<file path="src/rtl/issue_scoreboard.sv">
// Register-hazard scoreboard between decode and execute: tracks in-flight writes
// per architectural register and holds back instructions that touch a busy register.
module issue_scoreboard #(
  parameter int REG_COUNT       = 32,
  parameter int IDX_WIDTH       = 5,
  parameter int CNT_WIDTH       = 2,
  parameter int STALL_CNT_WIDTH = 16
) (
  input  logic                       clk,
  input  logic                       rst,
  input  logic                       dec_valid,
  output logic                       dec_ready,
  input  logic [IDX_WIDTH-1:0]       dec_rs1,
  input  logic [IDX_WIDTH-1:0]       dec_rs2,
  input  logic [IDX_WIDTH-1:0]       dec_rd,
  output logic                       iss_valid,
  input  logic                       iss_ready,
  input  logic                       wb_valid,
  input  logic [IDX_WIDTH-1:0]       wb_rd,
  input  logic                       flush,
  output logic [REG_COUNT-1:0]       busy_mask,
  output logic [STALL_CNT_WIDTH-1:0] stall_cycles
);

  localparam logic [CNT_WIDTH-1:0] CNT_MAX = '1;

  logic [CNT_WIDTH-1:0]       cnt [REG_COUNT];
  logic [STALL_CNT_WIDTH-1:0] stall_q;

  logic rs1_hit, rs2_hit, rd_full, hazard;
  logic fire, inc, dec;
  logic [REG_COUNT-1:0] inc_sel, dec_sel;

  function automatic logic [STALL_CNT_WIDTH-1:0] sat_inc(
    input logic [STALL_CNT_WIDTH-1:0] v
  );
    return (&v) ? v : v + STALL_CNT_WIDTH'(1);
  endfunction

  // Hazard sees only registered counts, so a writeback unblocks one cycle later.
  assign rs1_hit = (dec_rs1 != '0) && (cnt[dec_rs1] != '0);
  assign rs2_hit = (dec_rs2 != '0) && (cnt[dec_rs2] != '0);
  assign rd_full = (dec_rd  != '0) && (cnt[dec_rd] == CNT_MAX);
  assign hazard  = rs1_hit || rs2_hit || rd_full;

  assign iss_valid = dec_valid && !hazard && !flush && !rst;
  assign dec_ready = iss_ready && !hazard && !flush && !rst;
  assign fire      = dec_valid && dec_ready;

  assign inc     = fire && (dec_rd != '0);
  assign dec     = wb_valid && (wb_rd != '0) && (cnt[wb_rd] != '0);
  assign inc_sel = inc ? (REG_COUNT'(1) << dec_rd) : '0;
  assign dec_sel = dec ? (REG_COUNT'(1) << wb_rd)  : '0;

  // An issue and a retirement to the same register cancel out.
  always_ff @(posedge clk) begin
    if (rst || flush) begin
      for (int i = 0; i < REG_COUNT; i++) cnt[i] <= '0;
    end else begin
      for (int i = 0; i < REG_COUNT; i++) begin
        if (i == 0)
          cnt[i] <= '0;
        else if (inc_sel[i] && !dec_sel[i])
          cnt[i] <= cnt[i] + CNT_WIDTH'(1);
        else if (dec_sel[i] && !inc_sel[i])
          cnt[i] <= cnt[i] - CNT_WIDTH'(1);
      end
    end
  end

  always_ff @(posedge clk) begin
    if (rst)
      stall_q <= '0;
    else if (dec_valid && hazard && !flush)
      stall_q <= sat_inc(stall_q);
  end

  assign stall_cycles = stall_q;

  assign busy_mask[0] = 1'b0;
  for (genvar g = 1; g < REG_COUNT; g++) begin : g_busy
    assign busy_mask[g] = (cnt[g] != '0);
  end

endmodule

</file>
<file path="config.mk">
export PLATFORM = sky130hd
export DESIGN_NAME = issue_scoreboard
export DESIGN_NICKNAME = d
export VERILOG_FILES = /design/src/rtl/issue_scoreboard.sv
export SDC_FILE = /design/constraint.sdc
export NUM_CORES = 1
export LEC_CHECK = 0
export BUFFER_PORTS_ARGS = -buffer_cell sky130_fd_sc_hd__clkbuf_2
export CAP_MARGIN = 10
export CORE_MARGIN = 10
export CORE_UTILIZATION = 65
export CTS_CLUSTER_SIZE = 40
export DETAILED_ROUTE_END_ITERATION = 12
export HOLD_SLACK_MARGIN = 0.1
export PLACE_DENSITY_LB_ADDON = 0.2
export SLEW_MARGIN = 10
export SYNTH_ARGS = -nofsm -noshare
export SYNTH_HDL_FRONTEND = slang
export SYNTH_SLANG_ARGS = --single-unit
</file>
<file path="constraint.sdc">
create_clock -name clk -period 6.6 [get_ports clk]
set_clock_uncertainty 0.15 [all_clocks]
set_input_delay 0.66 -clock clk [delete_from_list [all_inputs] [get_ports clk]]
set_output_delay 0.66 -clock clk [all_outputs]
set_load 0.03 [all_outputs]
</file>
; After elaboration in Yosys (flattened, before gate mapping)
; Memory sizes are Yosys's and may differ from the RTL's.
; Index checks and enable logic that the tools add are counted.
; Widths: inputs -> output; s select.
[word_totals]
out_inout_bits = 50
mem_bits_rw = 64
n_memories = 1
word_cells = 602
regBits = 16
[mem_list]
columns = name, words, word_bits, read_ports, rd_ports_with_merged_regs, wr, line
row1 = cnt, 32, 2, 35, 0, 32, 27  ; logic [CNT_WIDTH-1:0] cnt [REG_COUNT];
[op_classes]
shifts = 2
n_reduce_logical = 185
n_mux = 285
n_addsub = 63
bitwise = 64
n_eq_ne = 1
[op_table]
columns = cell, count
row1 = $mux 1, 220
row2 = $mux 2, 63
row3 = $logic_and 1x1->1, 77
row4 = $reduce_bool 2->1, 34
row5 = $logic_not 1->1, 65
row6 = $mux 32, 2
row7 = $shl 1x5->32 const A, 2
row8 = $or 1x1->1, 63
row9 = $add 2x1->2 const B, 31
row10 = $sub 2x1->2 const B, 31
row11 = $reduce_bool 5->1, 4
row12 = $add 16x1->16 const B, 1
row13 = $reduce_and 16->1, 1
row14 = $logic_or 1x1->1, 3
row15 = $eq 2x2->1 const B, 1
row16 = $reduce_and 2->1, 1
row17 = $not 1->1, 1

; Logic depth before layout (Yosys ltp)
; Gate-level depths: netlist of the first run.
; An unclocked memory read counts as a cell.
[depth]
depth_word = 19
depth_mapped = 11
mapped_depth_nobuf = 9

; Worst setup path after synthesis of the first run
; No wires, ideal clock.
[synth_timing]
path_kind = reg-to-output
start = memory cnt[11][0]
end = output port dec_ready
setup_slack_ps = 3239
arrival_time_ps = 2551
required_time_ps = 5790
path_buffers = 0
stages_incl_launch_ff = 8
path_cell_list = edfxtp_1 -> or2_0 -> mux4_2 -> a211oi_1 -> and3_2 -> and4_4 -> nand2_1 -> nor2_1
[synth_rtl]
columns = element, line
row1 = start: declaration, 27
row2 = end: declaration, 12  ; output logic dec_ready,

; Final worst setup path of the first run
[layout_timing]
start = input port dec_rd[1]
end = output port iss_valid
[layout_between]
elab_chain_len = 8
[layout_lines]
columns = element, line
row1 = start: declaration, 15  ; input logic [IDX_WIDTH-1:0] dec_rd,
row2 = $mem_v2 32x2, n/a
row3 = $eq 2x2->1, 43  ; assign rd_full = (dec_rd != '0) && (cnt[dec_rd] == CNT_MAX);
row4 = $logic_and 1x1->1 (*), 43
row5 = $logic_or 1x1->1 (*), 44  ; assign hazard = rs1_hit || rs2_hit || rd_full;
row6 = $logic_not 1->1 (*), 46  ; assign iss_valid = dec_valid && !hazard && !flush && !rst;
row7 = $logic_and 1x1->1 (*) (3 in a row), 46
row8 = end: declaration, 16  ; output logic iss_valid,
; Every way passes the cells marked *; elsewhere a longest branch is shown, timed or not.

==> metrics.txt, run 1 <==
Peak VDD IR=177 µV; Async SR Flop Fraction=0%; Site Rows=36; Die X=119 µm; Starting Density=between 60% and 70%; count leader, synth=nor2_1; I/O pins=76; sw power=~0.46 mW; Syn Inst Count=between 700 and 800; CP max-delay cell=nand4_4; Synth area leaders=edfxtp_1 (29%), mux4_2 (5.6%), nor2_1 (5.2%), dfxtp_1 (5.0%), nand3_1 (4.4%); CTS root buf=clkbuf_8; gr ovfl total=0; routed wire length=about 21000 µm; hold depth=2; Post-synth EDFFs=62; crit-path cells=clkbuf_2 -> nor2b_1 -> a32o_1 -> o211ai_1 -> o211a_1 -> nand4_4 -> nor2_2 -> and3_1 -> clkbuf_2; leak pwr=2.51 nW; routed vias/inst=about 7; Power, Total=1.31 mW; hold worst-path end=stall_cycles[13]; post-CTS sizing=0; Chip Height=~120 µm; drt wl/cell=22.5 µm; hold wc startpoint=stall_cycles[13]; Final Hold Viols=0; final setup fails=0; antenna violations before repair=0; max cap viols=0; RD Place Congestion=around 0.98; internal power=approximately 0.85 mW; first-pass GRT wire length=32300 µm; Seq pwr share=45.1%; # port buffers=74; Reg-to-Reg Start=cnt[8][0]; Die ar.=0.0143 mm²; number of global-route vias before repair=~6100; area growth from synthesis to layout=9.09%; Yosys reg bits=78; Final ANT Viol Nets=0; DR DRC count=0; DR iter-0 viols=around 910; Clock Path Buffers=2; clock share of power=between 20% and 30%; DRT Pass-1 Iters=7; final cell area excluding filler cells=0.00701 mm²; share of cells above drive strength 1=20.5%; Distinct cells, synth=77; Arr. time, crit path=3.49 ns; P per Cell Area=186 mW/mm²; worst reg2reg setup slack=~2.7 ns; Switching Fraction=a little over a third; Syn Nets=771; critical path fanouts, max=29; Placed Area=about 0.0068 mm²; Worst-Margin Slew=between 1 and 1.5 ns; Sink Count=78; pin count of the biggest net entering global routing=61; CP required=~5.8 ns; Crit. End Element=output port; CP most frequent cell=clkbuf_2; Crit Reg-Reg Endpoint=cnt[7][1]; area of the mapped netlist=around 0.0064 mm²; final core utilization=approximately 72%; Num CTS Buffers=9; Core Area=between 0.009 and 0.01 mm²; Hold WC Path Type=flip-flop to flip-flop; Avg Cell Area, Syn=just under 9 µm²; Seq/Total Area, Yosys=between 30% and 40%; setup TNS=0 ns; combinational power share=about a quarter; critical path startpoint category=input pin; top-area cell type share of the netlist area=roughly 29%; CTS Hold Bufs=0; Synth Warn #=0; CP Launch Point=dec_rd[1]; CTS tree=yes; fin nets=approximately 800; RSZ-0062 raised after global routing=false; via count=~6400; path type of the worst setup path=input pin to output port; GRT Resource Usage Total=roughly 28%; Reg clk slew, reported paths=roughly 0.08 ns; synth cell count leaders=nor2_1 (89), nand2_1 (71), edfxtp_1 (62), nand3_1 (56), inv_1 (35); Most used DFF post-synth=edfxtp_1; largest stage delay on the critical path=around 0.48 ns; Rel. slew slack=between 20% and 30%; hold_ws=0.361 ns; post-CTS setup buffers=0; Slew Limit Fails=0; hpwl dp=roughly 16000 µm; Clock Latency Late Sink=0.37 ns; cell type with the highest aggregate area in the netlist=edfxtp_1; CTS H-tree lvls=3; Fmax=roughly 230 MHz; status=completed; crit path time final=between 4 and 5 ns; Antenna Diode Count=0; worst r2r path cells=8; final period utilization=between 60% and 70%
==> worst max-delay path: cells and delay by family <==
family                 cells  cell delay [ns]
AND/OR/NAND/NOR            4             1.32
AO/OA/AOI/OAI              3             0.82
buffers and inverters      2             0.67
==> how the worst max path moves through the flow <==
stage | slack (ns) | depth (start not counted) | to
detailed placement | 2.34 | 9 | cnt[7][0]
global placement | 2.47 | 9 | cnt[7][0]
finish | 2.30 | 9 | iss_valid
floorplan | 3.24 | 7 | dec_ready
CTS | 2.42 | 9 | iss_valid
global route | 2.18 | 9 | iss_valid
==> through the flow <==
stage	worst slack [ns]	cells
floorplan	3.24	743
global placement	2.47	911
global route	2.18	927
CTS	2.42	927
finish	2.30	927
detailed placement	2.34	911
==> flip-flops by register name, summed over array words and instances, names as in the netlist <==
| register | count |
|---|---|
| cnt | 62 |
| stall_cycles | 16 |
==> metal layers <==
metal  share of wire (%)  routed length (µm)  up-vias  track usage (%)
li1                    -                   -     2820                -
met1                  38                7950     2966             35.2
met5                   0                   0        -                0
met2                  44                9200      516             44.5
met3                  14                2820       94             7.79
met4                 4.4                 930        0             12.8
==> cell type report <==
class                      count  area [µm²]
timing repair buffer          77         393
multi-input combinational    587        3930
tap                          133         166
clock buffer                  13         181
sequential                    78        2180
inverter                      36         135
clock inverter                 3        22.5
fill                         759        2670
==> logic make-up after synthesis <==
| logic type | share of synthesized area, % |
|---|---|
| adder cells (fa/ha/maj) | 0.389 |
| flip-flops | 33.9 |
| AO/OA/AOI/OAI | 13.2 |
| other | 0.0583 |
| multiplexers | 8.02 |
| buffers and inverters | 4.94 |
| AND/OR/NAND/NOR | 32.6 |
| XOR/XNOR | 6.81 |
==> power groups by stage <==
stage	sequential, mW	clock [mW]	combinational, mW
after floorplan	0.592	0	0.245
after global placement	0.598	0	0.321
after detailed placement	0.599	0	0.332
after CTS	0.588	0.374	0.334
after global routing	0.593	0.390	0.362
final	0.589	0.375	0.343
==> cells in the final DEF (no fill, tap or decap), types with 22 or more instances in the layout <==
cell type / instances
xor2_1: 22
edfxtp_1: 62
o21ai_0: 24
clkbuf_2: 74
nor3_1: 27
xnor2_1: 28
nand3_1: 56
nand2_1: 71
inv_1: 35
a21oi_1: 33
nor2_1: 88
Note: power is estimated with default switching activity, not from simulation.
==> run 2, diff against run 1 <==
CORE_UTILIZATION = 60   (was 65)
clock period = 4.2 ns   (was 6.6 ns; I/O delays follow)
==> run 2 against run 1 <==
Setup slack lost 1.8 ns. Via count shrank 1.0%. Cell count grew 1.4%. Die area is 6.9% higher. Sequential power rose by 57%. Final area increased by 1.0%. Wire length down 3.4%. Non-clock buffer count rose by 10. Combinational power is 60% higher. Total power grew 56%. Critical path type is now flip-flop to output port. Largest power group unchanged.
==> metrics.txt, run 2 (same netlist as run 1, synthesis figures left out) <==
Slew Limit Fails=0 (unchanged); Reg with most FFs=cnt; commonest non-fill, non-tap cells in the layout=nor2_1 (88), clkbuf_2 (74), nand2_1 (71), edfxtp_1 (62), nand3_1 (56); Sink Count=78 (unchanged); Site Rows=37 (+2.8%); status=completed; critical path fanouts, max=12 (-59%); number of global-route vias before repair=6060 (-0.44%); Arr. time, crit path=3.16 ns (-0.33 ns); RSZ-0062 raised after global routing=false; Placed Cells=924 (+1.4%); final setup fails=0 (unchanged); hold depth=2 (unchanged); Fmax=268 MHz; first-pass GRT wire length=32000 µm (-0.77%); Final Hold Viols=0 (unchanged); gr ovfl total=0 (unchanged); largest stage delay on the critical path=0.52 ns (+0.04 ns); Crit path depth=8 (-1); area growth from synthesis to layout=10.2%; CTS root buf=clkbuf_8; CTS Hold Bufs=0 (unchanged); via count=6331 (-1.0%); Crit. End Element=output port; hpwl dp=15100 µm (-3.5%); crit path time final=about 3.7 ns; number of flip-flops in the largest register=62 (unchanged); leak pwr=2.56 nW (+1.9%); routed vias/inst=6.74 (-2.4%); hold_ws=0.345 ns (-0.0162 ns); Clock Latency Late Sink=0.37 ns (about the same); Die X=124 µm (+3.4%); path type of the worst setup path=flip-flop to output port; Peak VDD IR=178 µV (+0.16%); CP max-delay cell=edfxtp_1; Placed Area=0.00689 mm² (+1.2%); # port buffers=74 (unchanged); final cell area excluding filler cells=0.00709 mm² (+1.0%); setup TNS=0 ns (unchanged); worst r2r path cells=9 (+1); Worst-Margin Slew=1.24 ns (+0.116 ns); routed wire length=20200 µm (-3.4%); GRT Resource Usage Total=26.8% (-1.3 points); max cap viols=0 (unchanged); CP delay by family, top=simple AND/OR/NAND/NOR gates; share of cells above drive strength 1=21.5% (+0.99 points); Antenna Diode Count=0 (unchanged); fin nets=827 (+1.2%); Hold WC Path Type=input pin to flip-flop; drt wl/cell=21.5 µm (-4.8%); RD Place Congestion=0.952 (-2.9%); Final ANT Viol Nets=0 (unchanged); DR DRC count=0 (unchanged); critical path startpoint category=flip-flop; Num CTS Buffers=9 (unchanged); Rel. slew slack=16.9% (-7.8 points); CTS H-tree lvls=3 (unchanged); final period utilization=88.7%; Die ar.=0.0153 mm² (+6.9%); Core Area=0.0104 mm² (+7.1%); antenna violations before repair=0 (unchanged); Clock Path Buffers=2 (unchanged); CTS tree=yes; Starting Density=62.0% (-4.4 points); crit-path cells=or2_1 -> mux4_2 -> a211oi_1 -> and3_2 -> nand4_4 -> nor2_2 -> and3_1 -> clkbuf_2; DR iter-0 viols=924 (+1.1%); I/O pins=76 (unchanged); DRT Pass-1 Iters=6 (-1); post-CTS setup buffers=0 (unchanged); most common cell after layout, fill and taps aside=nor2_1; pin count of the biggest net entering global routing=61 (unchanged); Reg clk slew, reported paths=0.09 ns (about the same); CP required=3.63 ns (-2.16 ns); post-CTS sizing=0 (unchanged); crit path buf inv count=1 (-1); Chip Height=124 µm (+3.4%); final std cells w/o fill=940 (+1.4%); P per Cell Area=288 mW/mm² (+54%)
## run 2: changes by cell type in the layout (fill, tap and decap cells not counted)
| cell | change |
|---|---|
| buf_4 | +10 |
| clkbuf_8 | +2 |
| clkbuf_16 | -1 |
| inv_6 | -1 |
## run 2: per-layer routing
| metal | vias to the layer above | wire [µm] | GRT usage (%) |
|---|---|---|---|
| met5 | - | 0 | 0 |
| met4 | 0 | 724 | 13.3 |
| met3 | 67 | 2700 | 7.25 |
| met2 | 463 | 8990 | 40.5 |
| met1 | 2965 | 7760 | 34.9 |
| li1 | 2836 | - | - |
## run 2: through the flow
step                util, %  power [mW]  worst slack [ns]
floorplan                 -        1.32             0.944
global placement       66.4        1.46             0.573
detailed placement     66.4        1.47             0.512
CTS                    68.3        2.03             0.520
global route           68.3        2.12             0.324
finish                 68.3        2.04             0.474
## run 2: path summary, 6_finish.rpt
path                    start          endpoint  slack, ns
max                 cnt[9][0]         iss_valid       0.47
min                       rst   stall_cycles[9]       0.34
max reg2reg         cnt[9][0]        cnt[23][0]       0.69
min reg2reg  stall_cycles[15]  stall_cycles[15]       0.36
## run 2: power by group
part | total (mW) | switching (mW) | internal, mW
Combinational | 0.548 | 0.371 | 0.176
Clock | 0.567 | 0.283 | 0.284
Sequential | 0.925 | 0.0480 | 0.877
## run 2: cell type report
| cell class | instances | area (µm²) |
|---|---|---|
| repair buffers | 87 | 468 |
| well taps | 136 | 170 |
| clock buffers | 14 | 184 |
| inverters | 36 | 135 |
| fillers | 870 | 3280 |
| multi-input cells | 587 | 3930 |
| flip-flops and latches | 78 | 2180 |
| clock inverters | 2 | 13.8 |
==> run 3, diff against run 2 <==
BUFFER_PORTS_ARGS = not set   (was -buffer_cell sky130_fd_sc_hd__clkbuf_2)
CORE_ASPECT_RATIO = 1.1   (was not set)
CORE_UTILIZATION = 65   (was 60)
DONT_BUFFER_PORTS = 1   (was not set)
==> run 3 against run 2 <==
Total power is 3.1% lower. Cell count is 9.9% lower. Hold slack worse by 0.20 ns. Core utilization is 0.18 points higher. Sequential power hardly changed. Via count is 6.0% lower. Largest power group unchanged. Critical path depth is 1 lower. Clock-buffer cell count is 3 lower. Clock power is 2% higher. Setup slack worse by 0.13 ns. Critical endpoint unchanged. Wire length is 2.3% lower. Global-route usage is 0.12 points higher.
==> metrics.txt, run 3 (same netlist as run 1, synthesis figures left out) <==
top sig layer=met4; Clock Latency Late Sink=0.37 ns (about the same); routed wire length=19700 µm (-2.3%); pre-CTS setup slack=0.642 ns (+0.130 ns); internal power=1.30 mW (-3.1%); Final ANT Viol Nets=0 (unchanged); share of cells above drive strength 1=13.3% (-8.2 points); P per Cell Area=296 mW/mm² (+2.8%); I/O pins=76 (unchanged); Arr. time, crit path=3.28 ns (+0.12 ns); area growth from synthesis to layout=3.87%; hpwl dp=14700 µm (-3.0%); Slew Limit Fails=0 (unchanged); first-pass GRT wire length=31000 µm (-3.3%); min setup slack post-route=0.345 ns (-0.129 ns); Num CTS Buffers=9 (unchanged); RD Place Congestion=0.988 (+3.8%); number of global-route vias before repair=5728 (-5.5%); Die ar.=0.0143 mm² (-6.4%); combinational power share=24.0% (-2.9 points); GRT Resource Usage Total=27.0% (+0.12 points); Chip Height=124 µm (+0.64%); via count=5953 (-6.0%); DR iter-0 viols=861 (-6.8%); commonest non-fill, non-tap cells in the layout=nor2_1 (88), nand2_1 (71), edfxtp_1 (62), nand3_1 (56), inv_1 (35); Worst-Margin Slew=0.970 ns (-0.274 ns); Switching Fraction=34.5% (about the same); CTS tree=yes; RSZ-0062 raised after global routing=false; Fmax=259 MHz (-3.3%); Antenna Diode Count=0 (unchanged); Reg clk slew, reported paths=0.09 ns (about the same); antenna violations before repair=0 (unchanged); gr ovfl total=0 (unchanged); pin count of the biggest net entering global routing=61 (unchanged); critical path fanouts, max=14 (+2); crit path time final=3.85 ns (+0.129 ns); met3 wire length=2760 µm (+2.0%); Rel. slew slack=34.8% (+18 points); most common cell after layout, fill and taps aside=nor2_1; final setup fails=0 (unchanged); leak pwr=2.23 nW (-13%); Reg with most FFs=cnt; clock share of power=29.2% (+1.4 points); critical path startpoint category=flip-flop; max cap viols=0 (unchanged); status=completed; Crit. End Element=output port; Hold WC Path Type=input pin to flip-flop; Starting Density=66.0% (+4.0 points); setup TNS=0 ns (unchanged); post-CTS sizing=0 (unchanged); routed vias/inst=7.03 (+4.4%); sw power=0.681 mW (-3.1%); M1 WL=7330 µm (-5.5%); CTS H-tree lvls=3 (unchanged); # port buffers=0 (-100%); Die X=115 µm (-7.0%); Core Area=0.00975 mm² (-6.0%); Clock Path Buffers=2 (unchanged); Met2 Wirelength=8930 µm (-0.75%); CP required=3.63 ns (about the same); DRT Pass-1 Iters=5 (-1); drt wl/cell=23.3 µm (+8.4%); final period utilization=91.8% (+3.1 points); Seq pwr share=46.8% (+1.5 points); CTS root buf=clkbuf_8; Final Hold Viols=0 (unchanged); path type of the worst setup path=flip-flop to output port; Site Rows=38 (+2.7%); fin nets=750 (-9.3%); DR DRC count=0 (unchanged); number of flip-flops in the largest register=62 (unchanged); Peak VDD IR=184 µV (+3.6%); Sink Count=78 (unchanged)
## run 3: cell count changes in the layout (fill, tap and decap cells not counted), sizes merged
cell and delta:
clkinv +1, inv +2, dlygate4sd3 +1, buf -4
clkbuf -77
## run 3: layer usage
| metal | global-route usage [%] | up-vias |
|---|---|---|
| met2 | 40.4 | 389 |
| met1 | 34.6 | 2825 |
| met5 | 0 | - |
| met4 | 9.77 | 0 |
| met3 | 10.0 | 57 |
| li1 | - | 2682 |
## run 3: worst max-delay path, stage by stage (launching register included)
cell and delay, ns:
edfxtp_1 0.48, or2_1 0.42, mux4_2 0.49, a211oi_1 0.24, and3_2 0.27, nand4_4 0.26, nor2_2 0.33, and3_1 0.41
## run 3: metrics by stage
step	hold WS (ns)	std cells	util, %	power [mW]	instance area (µm²)
6_report	0.149	847	68.5	1.98	6680
3_3_place_gp	0.341	830	66.4	1.39	6470
4_1_cts	0.151	847	68.5	1.97	6680
3_5_place_dp	0.345	830	66.4	1.40	6470
5_1_grt	0.143	847	68.5	2.04	6680
2_1_floorplan	0.422	743	-	1.32	6430
## run 3: worst paths after layout
check                  start         endpoint  slack [ns]  cells after the start
setup / recovery   cnt[9][0]        iss_valid        0.35                      7
hold / removal           rst  stall_cycles[2]        0.15                      2
setup reg to reg   cnt[9][0]        cnt[6][1]        0.57                      8
hold reg to reg   cnt[24][0]       cnt[24][0]        0.47                      1
## run 3: final cells by class
cell class	count	area, µm²
clock inverters	5	37.5
repair buffers	10	77.6
multi-input cells	587	3930
well taps	120	150
clock buffers	11	163
flip-flops and latches	78	2180
inverters	36	135
fillers	830	3070
## run 3: power by group through the flow
| stage | Combinational, mW | Clock, mW | Sequential, mW |
|---|---|---|---|
| 2_1_floorplan | 0.384 | 0 | 0.931 |
| 3_3_place_gp | 0.449 | 0 | 0.938 |
| 3_5_place_dp | 0.458 | 0 | 0.942 |
| 4_1_cts | 0.464 | 0.579 | 0.924 |
| 5_1_grt | 0.500 | 0.610 | 0.932 |
| 6_report | 0.474 | 0.577 | 0.925 |
## run 3: repair_timing
| action | CTS | global route |
|---|---|---|
| endpoints found under the hold margin | 15 | 0 |
| setup buffers | 0 | 0 |
| hold buffers | 1 | 0 |
| setup endpoints to repair | 0 | 0 |
